$ cat src/rtl/nor_cor.sv
// Normalization and round-to-nearest-even stage for the IIR filter float datapath.
// Packs {sign, exp, mant} with a hidden leading 1; registered, one-cycle latency.
module nor_cor #(
   parameter int WIDTH     = 13,
   parameter int WIDTH_mat = 5,
   parameter int WIDTH_exp = 4
) (
   input  logic                              CLK,
   input  logic                              RST,
   input  logic                              sign_L,
   input  logic [WIDTH-1:0]                  mat_in,
   input  logic [WIDTH_exp-1:0]              exp,
   input  logic                              clear,
   input  logic                              exce_in,
   output logic                              exce_out,
   output logic [WIDTH_mat+WIDTH_exp:0]      result
);

   localparam int RES_W     = WIDTH_mat + WIDTH_exp + 1;
   localparam int NORM_W    = WIDTH - 1;
   localparam int MANT_TOP  = WIDTH - 3;
   localparam int GUARD_POS = WIDTH - 3 - WIDTH_mat;
   localparam int K_W       = $clog2(WIDTH);
   // exponent must hold both exp+carries and exp-(WIDTH-2) without wrapping
   localparam int EXP_W     = (WIDTH_exp + 2 > K_W + 2) ? WIDTH_exp + 2 : K_W + 2;

   localparam logic signed [EXP_W-1:0] EXP_MAX = EXP_W'((1 << WIDTH_exp) - 1);

   logic                      carry;
   logic                      is_zero;
   logic                      lead_found;
   logic [K_W-1:0]            lead_dist;
   logic [NORM_W-1:0]         norm;
   logic                      lost_bit;
   logic [WIDTH_mat-1:0]      mant_trunc;
   logic                      guard;
   logic                      sticky;
   logic                      round_up;
   logic [WIDTH_mat:0]        mant_sum;
   logic signed [EXP_W-1:0]   exp_ext;
   logic signed [EXP_W-1:0]   exp_norm;
   logic signed [EXP_W-1:0]   exp_final;
   logic [WIDTH_mat-1:0]      mant_final;
   logic                      ovf;
   logic                      unf;
   logic [RES_W-1:0]          result_nxt;
   logic                      exce_nxt;

   assign carry   = mat_in[WIDTH-1];
   assign is_zero = (mat_in == '0);
   assign exp_ext = signed'({{(EXP_W-WIDTH_exp){1'b0}}, exp});

   // distance of the leading 1 below the hidden-1 position
   always_comb begin
      lead_dist  = '0;
      lead_found = 1'b0;
      for (int i = WIDTH - 2; i >= 0; i--) begin
         if (!lead_found && mat_in[i]) begin
            lead_dist  = K_W'(WIDTH - 2 - i);
            lead_found = 1'b1;
         end
      end
   end

   always_comb begin
      norm     = '0;
      lost_bit = 1'b0;
      exp_norm = exp_ext;
      if (carry) begin
         norm     = mat_in[WIDTH-1:1];
         lost_bit = mat_in[0];
         exp_norm = exp_ext + EXP_W'(1);
      end else begin
         norm     = mat_in[WIDTH-2:0] << lead_dist;
         exp_norm = exp_ext - signed'({{(EXP_W-K_W){1'b0}}, lead_dist});
      end
   end

   assign mant_trunc = norm[MANT_TOP -: WIDTH_mat];
   assign guard      = norm[GUARD_POS];

   always_comb begin
      sticky = lost_bit;
      for (int i = 0; i < GUARD_POS; i++) begin
         sticky = sticky | norm[i];
      end
   end

   assign round_up = guard & (sticky | mant_trunc[0]);
   assign mant_sum = {1'b0, mant_trunc} + {{WIDTH_mat{1'b0}}, round_up};

   // a carry out of the mantissa leaves all-zero fraction bits and bumps the exponent
   always_comb begin
      mant_final = mant_sum[WIDTH_mat-1:0];
      exp_final  = exp_norm;
      if (mant_sum[WIDTH_mat]) begin
         mant_final = '0;
         exp_final  = exp_norm + EXP_W'(1);
      end
   end

   assign ovf = !is_zero && (exp_final > EXP_MAX);
   assign unf = !is_zero && (exp_final < 0);

   always_comb begin
      result_nxt = {sign_L, exp_final[WIDTH_exp-1:0], mant_final};
      if (is_zero || unf) begin
         result_nxt = {sign_L, {(RES_W-1){1'b0}}};
      end else if (ovf) begin
         result_nxt = {sign_L, {(RES_W-1){1'b1}}};
      end
      exce_nxt = exce_in | ovf | unf;
   end

   always_ff @(posedge CLK or negedge RST) begin
      if (!RST) begin
         result   <= '0;
         exce_out <= 1'b0;
      end else if (clear) begin
         result   <= '0;
         exce_out <= 1'b0;
      end else begin
         result   <= result_nxt;
         exce_out <= exce_nxt;
      end
   end

endmodule

$ cat config.mk
export PLATFORM = sky130hd
export DESIGN_NAME = nor_cor
export DESIGN_NICKNAME = d
export VERILOG_FILES = /design/src/rtl/nor_cor.sv
export SDC_FILE = /design/constraint.sdc
export NUM_CORES = 1
export LEC_CHECK = 0
export BUFFER_PORTS_ARGS = -buffer_cell sky130_fd_sc_hd__clkbuf_2
export CORE_ASPECT_RATIO = 0.5
export CORE_MARGIN = 5
export CORE_UTILIZATION = 56
export CTS_CLUSTER_DIAMETER = 80
export DETAILED_ROUTE_END_ITERATION = 10
export GPL_ROUTABILITY_DRIVEN = 0
export GPL_TIMING_DRIVEN = 1
export PLACE_DENSITY = 0.88
export SLEW_MARGIN = 20
export SYNTH_ARGS = -nofsm -noshare
export SYNTH_HDL_FRONTEND = slang
export SYNTH_SLANG_ARGS = --single-unit
$ cat constraint.sdc
create_clock -name CLK -period 0.8 [get_ports CLK]
set_clock_uncertainty 0.15 [all_clocks]
set_input_delay 0.16 -clock CLK [delete_from_list [all_inputs] [get_ports CLK]]
set_output_delay 0.16 -clock CLK [all_outputs]
set_load 0.03 [all_outputs]
==> results of run 1 <==
[Yosys cell counts, drive strengths merged (2+ instances only)]
cell / count / share of area
o31a: 2 / 0.010
nand3: 4 / 0.012
xnor2: 4 / 0.021
o2bb2ai: 2 / 0.010
xor2: 5 / 0.031
nor2b: 7 / 0.026
or2: 3 / 0.011
o211ai: 2 / 0.0090
nor2: 26 / 0.058
nand2: 16 / 0.036
mux2i: 5 / 0.030
a21o: 5 / 0.022
o21ai: 10 / 0.034
clkbuf: 5 / 0.011
ha: 7 / 0.052
buf: 7 / 0.028
a22oi: 2 / 0.0090
or4: 2 / 0.011
a221oi: 4 / 0.021
nor3b: 2 / 0.019
a211o: 4 / 0.021
nand4: 2 / 0.011
dfrtp: 11 / 0.16
a211oi: 7 / 0.031
a31oi: 4 / 0.024
inv: 8 / 0.018
nor3: 10 / 0.030
o21a: 4 / 0.018
and3: 3 / 0.011
a21oi: 14 / 0.049
o31ai: 3 / 0.016
nor4: 2 / 0.016
nand2b: 4 / 0.015
mux2: 3 / 0.020
[layer usage]
layer	overflow	track usage
met2	2	0.7200
met1	0	0.5861
met5	0	0
met3	0	0.4102
met4	0	0.5383
[repair_timing]
item / 4_1_cts
cloned: 1
setup endpoints to repair: 21
resized for setup: 37
pin swaps: 11
hold endpoints to repair: 12
buffers inserted: 6
hold buffers: 1
[through the flow]
step | setup slack (ns) | instance area, sq um | TNS, ns | hold slack, ns | std cells
after CTS | -2.236 | 2785 | -25.08 | -0.002243 | 363
after detailed placement | -2.601 | 2496 | -25.87 | -0.1098 | 351
after global placement | -2.405 | 2496 | -24.17 | -0.1238 | 351
after floorplan | -2.428 | 1768 | -24.15 | -0.2856 | 215
[kinds of logic after synthesis]
group           after synthesis
compound gates               72
xor+xnor                      9
fa+ha+maj                     8
buf+inv                      21
flops                        11
mux                           8
simple gates                 86
==> results.py, run 1 <==
metrics = {
    "clock_tree": {
        "htree_levels": 1,
        "clock_path_buffers": 2,
        "cts_buffers": 3,
        "cts.sinks": 11,
        "root_buffer": "clkbuf_8",
    },
    "outcome": {
        "haltStage": "5_1_grt",
        "error_line": "[ERROR GRT-0116] Global routing finished with congestion. Check the congestion regions in the DRC Viewer.",
        "outcome": "aborted with a tool error",
    },
    "global_routing": {
        "grt_usage": 0.5647,
        "grt_pass1_wl_mm": 17.96,
        "first_global_vias": 3074,
        "grt_max_degree": 12,
        "grt_overflow": 2,
    },
    "synth": {
        "synth_top_family_by_area": "compound AO/OA/AOI/OAI gates",
        "synth_fa_ha_area_frac": 0.06437,
        "async_reset_ff_frac": 1.000,
        "yosys_register_bits": 11,
        "syn-cell-area_sq_um": 1672,
        "synth_compound_area_frac": 0.3301,
        "yosys.area_share.simple": 0.2799,
        "synth_xor_area_frac": 0.05165,
        "synth-warning-count": 0,
        "synthMuxAreaShare": 0.05015,
        "syn_area_per_cell_sq_um": 7.775,
        "synth_sequential_area_ratio": 0.1647,
        "yosysUniqueCellTypes": 63,
        "syn-num-nets": 245,
        "netlist_instances": 215,
        "synth-edff-count": 0,
        "ys.flop_type": "dfrtp_1",
    },
    "floorplan": {
        "die_h_um": 48.64,
        "start_util": 0.5714,
        "dieWidth_um": 87.27,
        "rows": 14,
        "boundaryPins": 33,
    },
    "place": {
        "io_buffers": 32,
        "dp_hpwl_mm": 5.645,
    },
}
==> inputs of run 2 (changes only) <==
--- a/config.mk
+++ b/config.mk
@@ -6,14 +6,12 @@
 export NUM_CORES = 1
 export LEC_CHECK = 0
 export BUFFER_PORTS_ARGS = -buffer_cell sky130_fd_sc_hd__clkbuf_2
-export CORE_ASPECT_RATIO = 0.5
 export CORE_MARGIN = 5
-export CORE_UTILIZATION = 56
-export CTS_CLUSTER_DIAMETER = 80
+export CORE_UTILIZATION = 40
 export DETAILED_ROUTE_END_ITERATION = 10
 export GPL_ROUTABILITY_DRIVEN = 0
 export GPL_TIMING_DRIVEN = 1
-export PLACE_DENSITY = 0.88
+export PLACE_DENSITY_LB_ADDON = 0.15
 export SLEW_MARGIN = 20
 export SYNTH_ARGS = -nofsm -noshare
 export SYNTH_HDL_FRONTEND = slang
==> results.py, run 2 <==
metrics = {
    "synth": {
        "yosys_register_bits": 11,
        "synth-warning-count": 0,
        "ys_top_cells_by_area": "dfrtp_1 (16%), nor2_1 (5.8%), ha_1 (5.2%)",
        "synth_sequential_area_ratio": 0.1647,
        "synth_most_common_cell": "nor2_1",
        "synth-edff-count": 0,
        "yosysUniqueCellTypes": 63,
        "synth_top_area_frac": 0.1647,
        "ys.flop_type": "dfrtp_1",
        "async_reset_ff_frac": 1.000,
        "synth_area_leader_cell": "dfrtp_1",
        "syn-cell-area_sq_um": 1672,
        "syn_area_per_cell_sq_um": 7.775,
        "netlist_instances": 215,
        "syn-num-nets": 245,
        "ys_top_cells_by_count": "nor2_1 (26), nand2_1 (16), a21oi_1 (13), dfrtp_1 (11), nor3_1 (10)",
    },
    "global_routing": {
        "grt_max_degree": 12,
        "first_global_vias": 2175,
        "grt_overflow": 0,
        "grt_usage": 0.2280,
        "antenna_found_initial": 0,
        "grt_pass1_wl_mm": 9.846,
    },
    "outcome": {
        "outcome": "finished with violations",
        "violations": "negative setup slack",
    },
    "setup_path": {
        "slowest_delay_ns": 0.52,
        "cp_data_required_time_ns": 0.76,
        "critPathBufInv": 5,
        "worstSetupStartpointType": "input port",
        "path_delay_family": "compound AO/OA/AOI/OAI gates",
        "end_kind": "flop",
        "slowest_stage": "o31ai_1",
        "worstSetupPathType": "input port to flop",
        "path_cells": "clkbuf_2 > buf_4 > buf_4 > o31ai_1 > nand2_1 > a211o_1 > a21o_1 > a221oi_1 > buf_4 > nor3b_2 > buf_4 > nand2_1 > mux2i_1 > a21oi_1",
        "crit_arrival_ns": 3.06,
        "path_common_cell": "buf_4",
        "crit_path_max_fanout": 7,
        "worstSetupPathDepth": 14,
    },
    "worst_hold_path": {
        "min_from": "sign_L",
        "hold_end": "result[9]",
        "whs_path_depth": 2,
        "hold_class": "input port to flop",
    },
    "timing": {
        "fmax_mhz": 322.4,
        "worst_slack_ns": -2.302,
        "maxSlewViolCount": 0,
        "fin_crit_sh": 3.878,
        "grt_setup_unrepaired": "yes",
        "worstMarginPinSlew_ns": 0.5562,
        "slew_headroom": 0.6261,
        "fin_crit_ns": 3.102,
        "setup_viol": 21,
        "holdWs_ns": 0.01421,
        "final-hold-violation-count": 0,
    },
    "place": {
        "dpl.cell_count": 373,
        "dpl_cell_area_sq_um": 2586,
        "dp_hpwl_mm": 4.841,
        "io_buffers": 32,
    },
    "job": {
        "timing.max_cap.violations": 0,
    },
    "clock_tree": {
        "root_buffer": "clkbuf_8",
        "cts.sinks": 11,
        "cts_buffers": 3,
        "clock_path_buffers": 2,
        "cts_tree": "yes",
        "clkTransAtPathRegs_ns": 0.05,
        "htree_levels": 1,
    },
    "cells_and_area": {
        "top_regs": "result x10, exce_out x1",
        "finalNonFillerCells": 388,
        "largest_register_ffs": 10,
        "final_area_sq_um": 2934,
        "nets": 369,
        "antennaDiodeCount": 0,
        "fill_cells": 307,
        "final_common_cell": "buf_4",
        "final_cell_mix": "buf_4 (93), nor2_1 (24), clkbuf_2 (17)",
        "layout-area-overhead-vs-synth_pct": 75.52,
        "drive_gt1_frac": 0.5000,
        "top_register": "result",
    },
    "route": {
        "vias": 2249,
        "ant_nets": 0,
        "viasPerCell": 5.796,
        "firstDrtPassIters": 6,
        "drc": 0,
        "finalWirelength_mm": 6.836,
        "drt_iter0_markers": 131,
        "wl_per_cell_um": 17.62,
    },
    "power": {
        "ir_worst_vdd_mv": 0.5626,
        "powerDensity_nw_per_um2": 1050,
        "power_uw": 3082,
        "p_leak_uw": 0.001353,
    },
    "floorplan": {
        "boundaryPins": 33,
        "dieWidth_um": 74.65,
        "start_util": 0.4149,
        "die_h_um": 74.65,
        "die_area_sq_um": 5572,
        "core_sq_um": 4029,
        "rows": 23,
    },
}
run 2: cell counts after synthesis:
No cell type changed its count.
run 2: cells by family after synthesis:
family                     count (synthesis)  share of synthesized area
buffers and inverters                     21                    0.05913
muxes                                      8                    0.05015
AOI/OAI and AO/OA                         72                     0.3301
adders and majority gates                  8                    0.06437
xor gates and xnor gates                   9                    0.05165
and+or+nand+nor                           86                     0.2800
DFF                                       11                     0.1647
run 2: worst max-delay path by stage:
stage                   start   endpoint  slack, ns
finish              mat_in[7]  result[6]      -2.30
global route        mat_in[7]  result[6]      -2.44
global placement    mat_in[4]  result[0]      -2.52
CTS                 mat_in[8]  result[0]      -2.23
floorplan           mat_in[9]  result[0]      -2.43
detailed placement  mat_in[4]  result[8]      -2.57
run 2: where the power goes:
group / switching, uW / internal (uW)
sequential: 39.7 / 614
combinational: 915 / 948
clock: 214 / 350
run 2: per-layer routing:
| metal | vias to the layer above | global-route usage | routed length (um) |
|---|---|---|---|
| met5 | - | 0 | 0 |
| met4 | 0 | 0.04941 | 129 |
| met3 | 18 | 0.02403 | 422 |
| met2 | 97 | 0.4127 | 3536 |
| met1 | 1087 | 0.2920 | 2747 |
| li1 | 1047 | - | - |
run 2: through the flow:
stage          setup slack (ns)    util  TNS [ns]
6_report                 -2.302  0.7283    -25.52
5_1_grt                  -2.442  0.7283    -27.07
4_1_cts                  -2.229  0.7031    -24.93
3_5_place_dp             -2.574  0.6419    -25.77
3_3_place_gp             -2.516  0.6419    -25.25
2_1_floorplan            -2.428       -    -24.15
run 2: cell type report:
type	count	area, sq um	area share
multi-input combinational	184	1463	0.4985
timing repair buffer	130	1055	0.3595
sequential	11	275.3	0.09382
tap	50	62.56	0.02132
clock buffer	4	45.04	0.01535
inverter	9	33.78	0.01151
run 2: repair_timing:
| item | in CTS | in global routing |
|---|---|---|
| setup endpoints to repair | 21 | 21 |
| endpoints found under the hold margin | 11 | 0 |
| hold buffers | 1 | 0 |
| resized for setup | 29 | 30 |
| pin swaps | 16 | 15 |
| cloned | 1 | 0 |
| buffers inserted | 6 | 3 |
Note: power is estimated with default switching activity, not from simulation.
==> inputs of run 3 (changes only) <==
--- a/config.mk
+++ b/config.mk
@@ -6,6 +6,7 @@
 export NUM_CORES = 1
 export LEC_CHECK = 0
 export BUFFER_PORTS_ARGS = -buffer_cell sky130_fd_sc_hd__clkbuf_2
+export CORE_ASPECT_RATIO = 1.1
 export CORE_MARGIN = 5
 export CORE_UTILIZATION = 40
 export DETAILED_ROUTE_END_ITERATION = 10
==> constraint.sdc (replaced) <==
create_clock -name CLK -period 3.2 [get_ports CLK]
set_clock_uncertainty 0.15 [all_clocks]
set_input_delay 0.64 -clock CLK [delete_from_list [all_inputs] [get_ports CLK]]
set_output_delay 0.64 -clock CLK [all_outputs]
set_load 0.03 [all_outputs]
==> results.py, run 3 (synthesis gave the netlist of run 2 again) <==
metrics = {
    "outcome": {
        "outcome": "finished with violations",
        "violations": "negative setup slack",
    },
    "timing": {
        "worst_slack_ns": -0.3040,
        "slew_headroom": 0.6250,
        "final-hold-violation-count": 0,
        "maxSlewViolCount": 0,
        "fmax_mhz": 285.4,
        "grt_setup_unrepaired": "yes",
        "holdWs_ns": 0.1196,
        "setup_viol": 10,
        "fin_crit_ns": 3.504,
        "worstMarginPinSlew_ns": 0.5582,
        "fin_crit_sh": 1.095,
    },
    "power": {
        "ir_worst_vdd_mv": 0.1745,
        "powerDensity_nw_per_um2": 258.0,
        "p_leak_uw": 0.001231,
    },
    "cells_and_area": {
        "final_util": 0.6714,
        "antennaDiodeCount": 0,
        "largest_register_ffs": 10,
        "final_cell_mix": "buf_4 (81), clkbuf_2 (29), nor2_1 (24)",
        "final_common_cell": "buf_4",
        "top_register": "result",
        "fill_cells": 361,
        "top_regs": "result x10, exce_out x1",
        "drive_gt1_frac": 0.4799,
        "layout-area-overhead-vs-synth_pct": 60.40,
        "nets": 354,
    },
    "floorplan": {
        "start_util": 0.4185,
        "dieWidth_um": 71.64,
        "die_area_sq_um": 5573,
        "core_sq_um": 3994,
        "boundaryPins": 33,
        "rows": 24,
        "die_h_um": 77.80,
    },
    "place": {
        "dp_hpwl_mm": 4.634,
        "io_buffers": 32,
    },
    "setup_path": {
        "worstSetupStartpointType": "input port",
        "worstSetupPathType": "input port to flop",
        "end_kind": "flop",
        "crit_path_max_fanout": 5,
        "cp_data_required_time_ns": 3.19,
        "crit_arrival_ns": 3.50,
    },
    "global_routing": {
        "first_global_vias": 2078,
        "grt_usage": 0.2024,
        "antenna_found_initial": 0,
        "grt_overflow": 0,
        "grt_pass1_wl_mm": 9.294,
        "grt_max_degree": 14,
    },
    "route": {
        "drt_iter0_markers": 103,
        "wl_per_cell_um": 15.15,
        "ant_nets": 0,
        "viasPerCell": 5.640,
        "top_layer_used": "met4",
        "drc": 0,
        "vias": 2115,
        "met3_wirelength_um": 344,
        "dr_wl_met2_mm": 2.888,
        "firstDrtPassIters": 5,
        "wl_met1_mm": 2.243,
        "finalWirelength_mm": 5.681,
    },
    "clock_tree": {
        "cts_tree": "yes",
        "cts.sinks": 11,
        "root_buffer": "clkbuf_8",
        "clkTransAtPathRegs_ns": 0.05,
        "cts_buffers": 3,
        "htree_levels": 1,
        "clock_path_buffers": 2,
    },
    "job": {
        "timing.max_cap.violations": 0,
    },
    "worst_hold_path": {
        "hold_class": "input port to asynchronous set/reset pin",
    },
}
==> run 3: worst max-delay path, stage by stage <==
cell     delay [ns]
buf_8          0.10
or4_4          0.56
nor2_4         0.13
and3_4         0.20
nor2_4         0.04
inv_2          0.08
ha_4           0.14
inv_4          0.03
fa_2           0.55
mux2_4         0.17
ha_4           0.12
nor2b_4        0.15
nand4_4        0.15
xor2_4         0.22
o31ai_2        0.20
==> run 3: how the worst max path moves through the flow <==
stage	from	endpoint	slack [ns]	cells after the start
3_5_place_dp	mat_in[9]	result[6]	-0.62	15
3_3_place_gp	mat_in[9]	result[0]	-0.57	15
5_1_grt	mat_in[6]	result[0]	-0.40	15
6_report	mat_in[6]	exce_out	-0.30	15
4_1_cts	mat_in[11]	exce_out	-0.31	15
2_1_floorplan	mat_in[9]	result[0]	-0.51	15
==> run 3: timing repair <==
item	CTS	global route
endpoints found under the setup margin	10	10
gates cloned	1	1
hold buffers	0	0
setup buffers	2	3
gates resized for setup	6	15
pin swaps	9	7
==> run 3: layer usage <==
layer | track usage | up-vias
li1 | - | 1032
met1 | 0.2356 | 968
met2 | 0.3640 | 98
met3 | 0.02972 | 17
met4 | 0.08459 | 0
met5 | 0 | -
==> run 3: final cells by class <==
cell class	instances	area, sq um	share of cell area
inverters	9	36.28	0.01353
clock buffers	4	45.04	0.01680
multi-input cells	185	1458	0.5436
repair buffers	114	802.0	0.2991
well taps	52	65.06	0.02427
flip-flops and latches	11	275.3	0.1027
==> run 3: power breakdown <==
part | internal (uW) | switching, uW
logic | 189 | 208
registers | 153 | 4.23
clock network | 87.3 | 50.1
total | 429 | 262
==> run 3: stage by stage <==
stage	cells	TNS [ns]	worst slack (ns)	total power [uW]	cell area, sq um
floorplan	215	-4.953	-0.5080	376.1	1768
global route	375	-3.589	-0.4002	739.0	2681
global placement	364	-5.587	-0.5743	530.6	2494
finish	375	-2.633	-0.3040	691.8	2681
CTS	371	-2.674	-0.3081	681.0	2599
detailed placement	364	-6.092	-0.6218	536.9	2494
==> inputs of run 4 (changes only) <==
--- a/config.mk
+++ b/config.mk
@@ -13,6 +13,7 @@
 export GPL_ROUTABILITY_DRIVEN = 0
 export GPL_TIMING_DRIVEN = 1
 export PLACE_DENSITY_LB_ADDON = 0.15
+export RECOVER_POWER = 25
 export SLEW_MARGIN = 20
 export SYNTH_ARGS = -nofsm -noshare
 export SYNTH_HDL_FRONTEND = slang
==> results.py, run 4 (synthesis gave the netlist of run 2 again) <==
metrics = {
    "outcome": {
        "outcome": "finished with violations",
        "violations": "negative setup slack",
    },
    "clock_tree": {
        "root_buffer": "clkbuf_8",
        "htree_levels": 1,
        "cts_buffers": 3,
        "cts_tree": "yes",
        "clock_path_buffers": 2,
        "clkTransAtPathRegs_ns": 0.05,
        "postCtsHoldBufs": 0,
        "cts.sinks": 11,
    },
    "cells_and_area": {
        "largest_register_ffs": 10,
        "nets": 354,
        "final_cell_mix": "buf_4 (81), clkbuf_2 (28), nor2_1 (24)",
        "antennaDiodeCount": 0,
        "top_regs": "result x10, exce_out x1",
        "layout-area-overhead-vs-synth_pct": 60.33,
        "finalNonFillerCells": 375,
        "final_common_cell": "buf_4",
        "drive_gt1_frac": 0.4768,
        "top_register": "result",
        "final_area_sq_um": 2680,
    },
    "floorplan": {
        "start_util": 0.4185,
        "dieWidth_um": 71.64,
        "boundaryPins": 33,
        "rows": 24,
        "die_h_um": 77.80,
        "core_sq_um": 3994,
        "die_area_sq_um": 5573,
    },
    "setup_path": {
        "end_kind": "flop",
        "crit_path_max_fanout": 5,
        "worstSetupPathType": "input port to flop",
        "crit_arrival_ns": 3.50,
        "cp_data_required_time_ns": 3.19,
        "worstSetupStartpointType": "input port",
    },
    "worst_hold_path": {
        "hold_class": "input port to asynchronous set/reset pin",
    },
    "power": {
        "powerDensity_nw_per_um2": 258.0,
        "power_uw": 691.5,
        "ir_worst_vdd_mv": 0.1745,
        "p_leak_uw": 0.001228,
    },
    "timing": {
        "setup_viol": 10,
        "worst_slack_ns": -0.3043,
        "fmax_mhz": 285.4,
        "fin_crit_sh": 1.095,
        "maxSlewViolCount": 0,
        "worstMarginPinSlew_ns": 0.5814,
        "grt_setup_unrepaired": "yes",
        "fin_crit_ns": 3.504,
        "slew_headroom": 0.6124,
        "final-hold-violation-count": 0,
    },
    "job": {
        "timing.max_cap.violations": 0,
    },
    "global_routing": {
        "first_global_vias": 2078,
        "grt_usage": 0.2024,
        "grt_overflow": 0,
        "antenna_found_initial": 0,
        "grt_max_degree": 14,
        "grt_pass1_wl_mm": 9.294,
    },
    "place": {
        "dp_hpwl_mm": 4.634,
        "dpl.cell_count": 364,
        "io_buffers": 32,
        "dpl_cell_area_sq_um": 2494,
    },
    "route": {
        "wl_per_cell_um": 15.14,
        "finalWirelength_mm": 5.677,
        "firstDrtPassIters": 5,
        "ant_nets": 0,
        "viasPerCell": 5.627,
        "vias": 2110,
        "drc": 0,
        "drt_iter0_markers": 103,
    },
}
==> run 4: cell counts in the layout (fill, tap and decap cells not counted) <==
No cell type changed its count.
==> run 4: where the power goes <==
part / internal, uW / switching [uW] / total [uW]
Clock: 87.3 / 50.1 / 137
Sequential: 153 / 4.23 / 158
Combinational: 189 / 208 / 396
==> run 4: worst max-delay path, stage by stage <==
cell and delay [ns]:
buf_8 0.10, or4_4 0.56, nor2_4 0.13, and3_4 0.20, nor2_4 0.04, inv_2 0.08
ha_4 0.14, inv_4 0.03, fa_2 0.55, mux2_4 0.17, ha_4 0.12, nor2b_4 0.15
nand4_4 0.15, xor2_4 0.22, o31ai_2 0.20
==> run 4: area by class of cell <==
class                           instances  area (sq um)
Fill cell                             361          1314
Inverter                                9         36.28
Timing Repair Buffer                  114         800.8
Tap cell                               52         65.06
Clock buffer                            4         45.04
Sequential cell                        11         275.3
Multi-Input combinational cell        185          1458
==> run 4: repair_timing <==
item                       4_1_cts  5_1_grt
setup endpoints to repair       10       10
gates resized for setup          6       15
hold endpoints to repair         0        0
pin swaps                        9        7
gates cloned                     1        1
setup buffers                    2        3
==> run 4: stage by stage <==
step	hold slack, ns	util	setup WS (ns)	setup TNS, ns
floorplan	0.1944	-	-0.5080	-4.953
global placement	0.3682	0.6244	-0.5743	-5.587
detailed placement	0.3804	0.6244	-0.6218	-6.092
CTS	0.1305	0.6507	-0.3081	-2.674
global route	0.2970	0.6711	-0.4002	-3.589
finish	0.2247	0.6711	-0.3043	-2.636
==> run 4: per-layer routing <==
layer	wire length [um]	vias up	GRT usage
li1	-	1030	-
met1	2239	963	0.2356
met2	2880	98	0.3640
met3	346	19	0.02972
met4	210	0	0.08459
met5	0	-	0
==> run 4: path summary, 6_finish.rpt <==
check	from	slack, ns	cells past startpoint	end
max	mat_in[6]	-0.30	15	exce_out
min	RST	0.22	1	result[1]
max in group asynchronous	RST	2.30	1	result[9]
min in group CLK	sign_L	0.50	2	result[9]
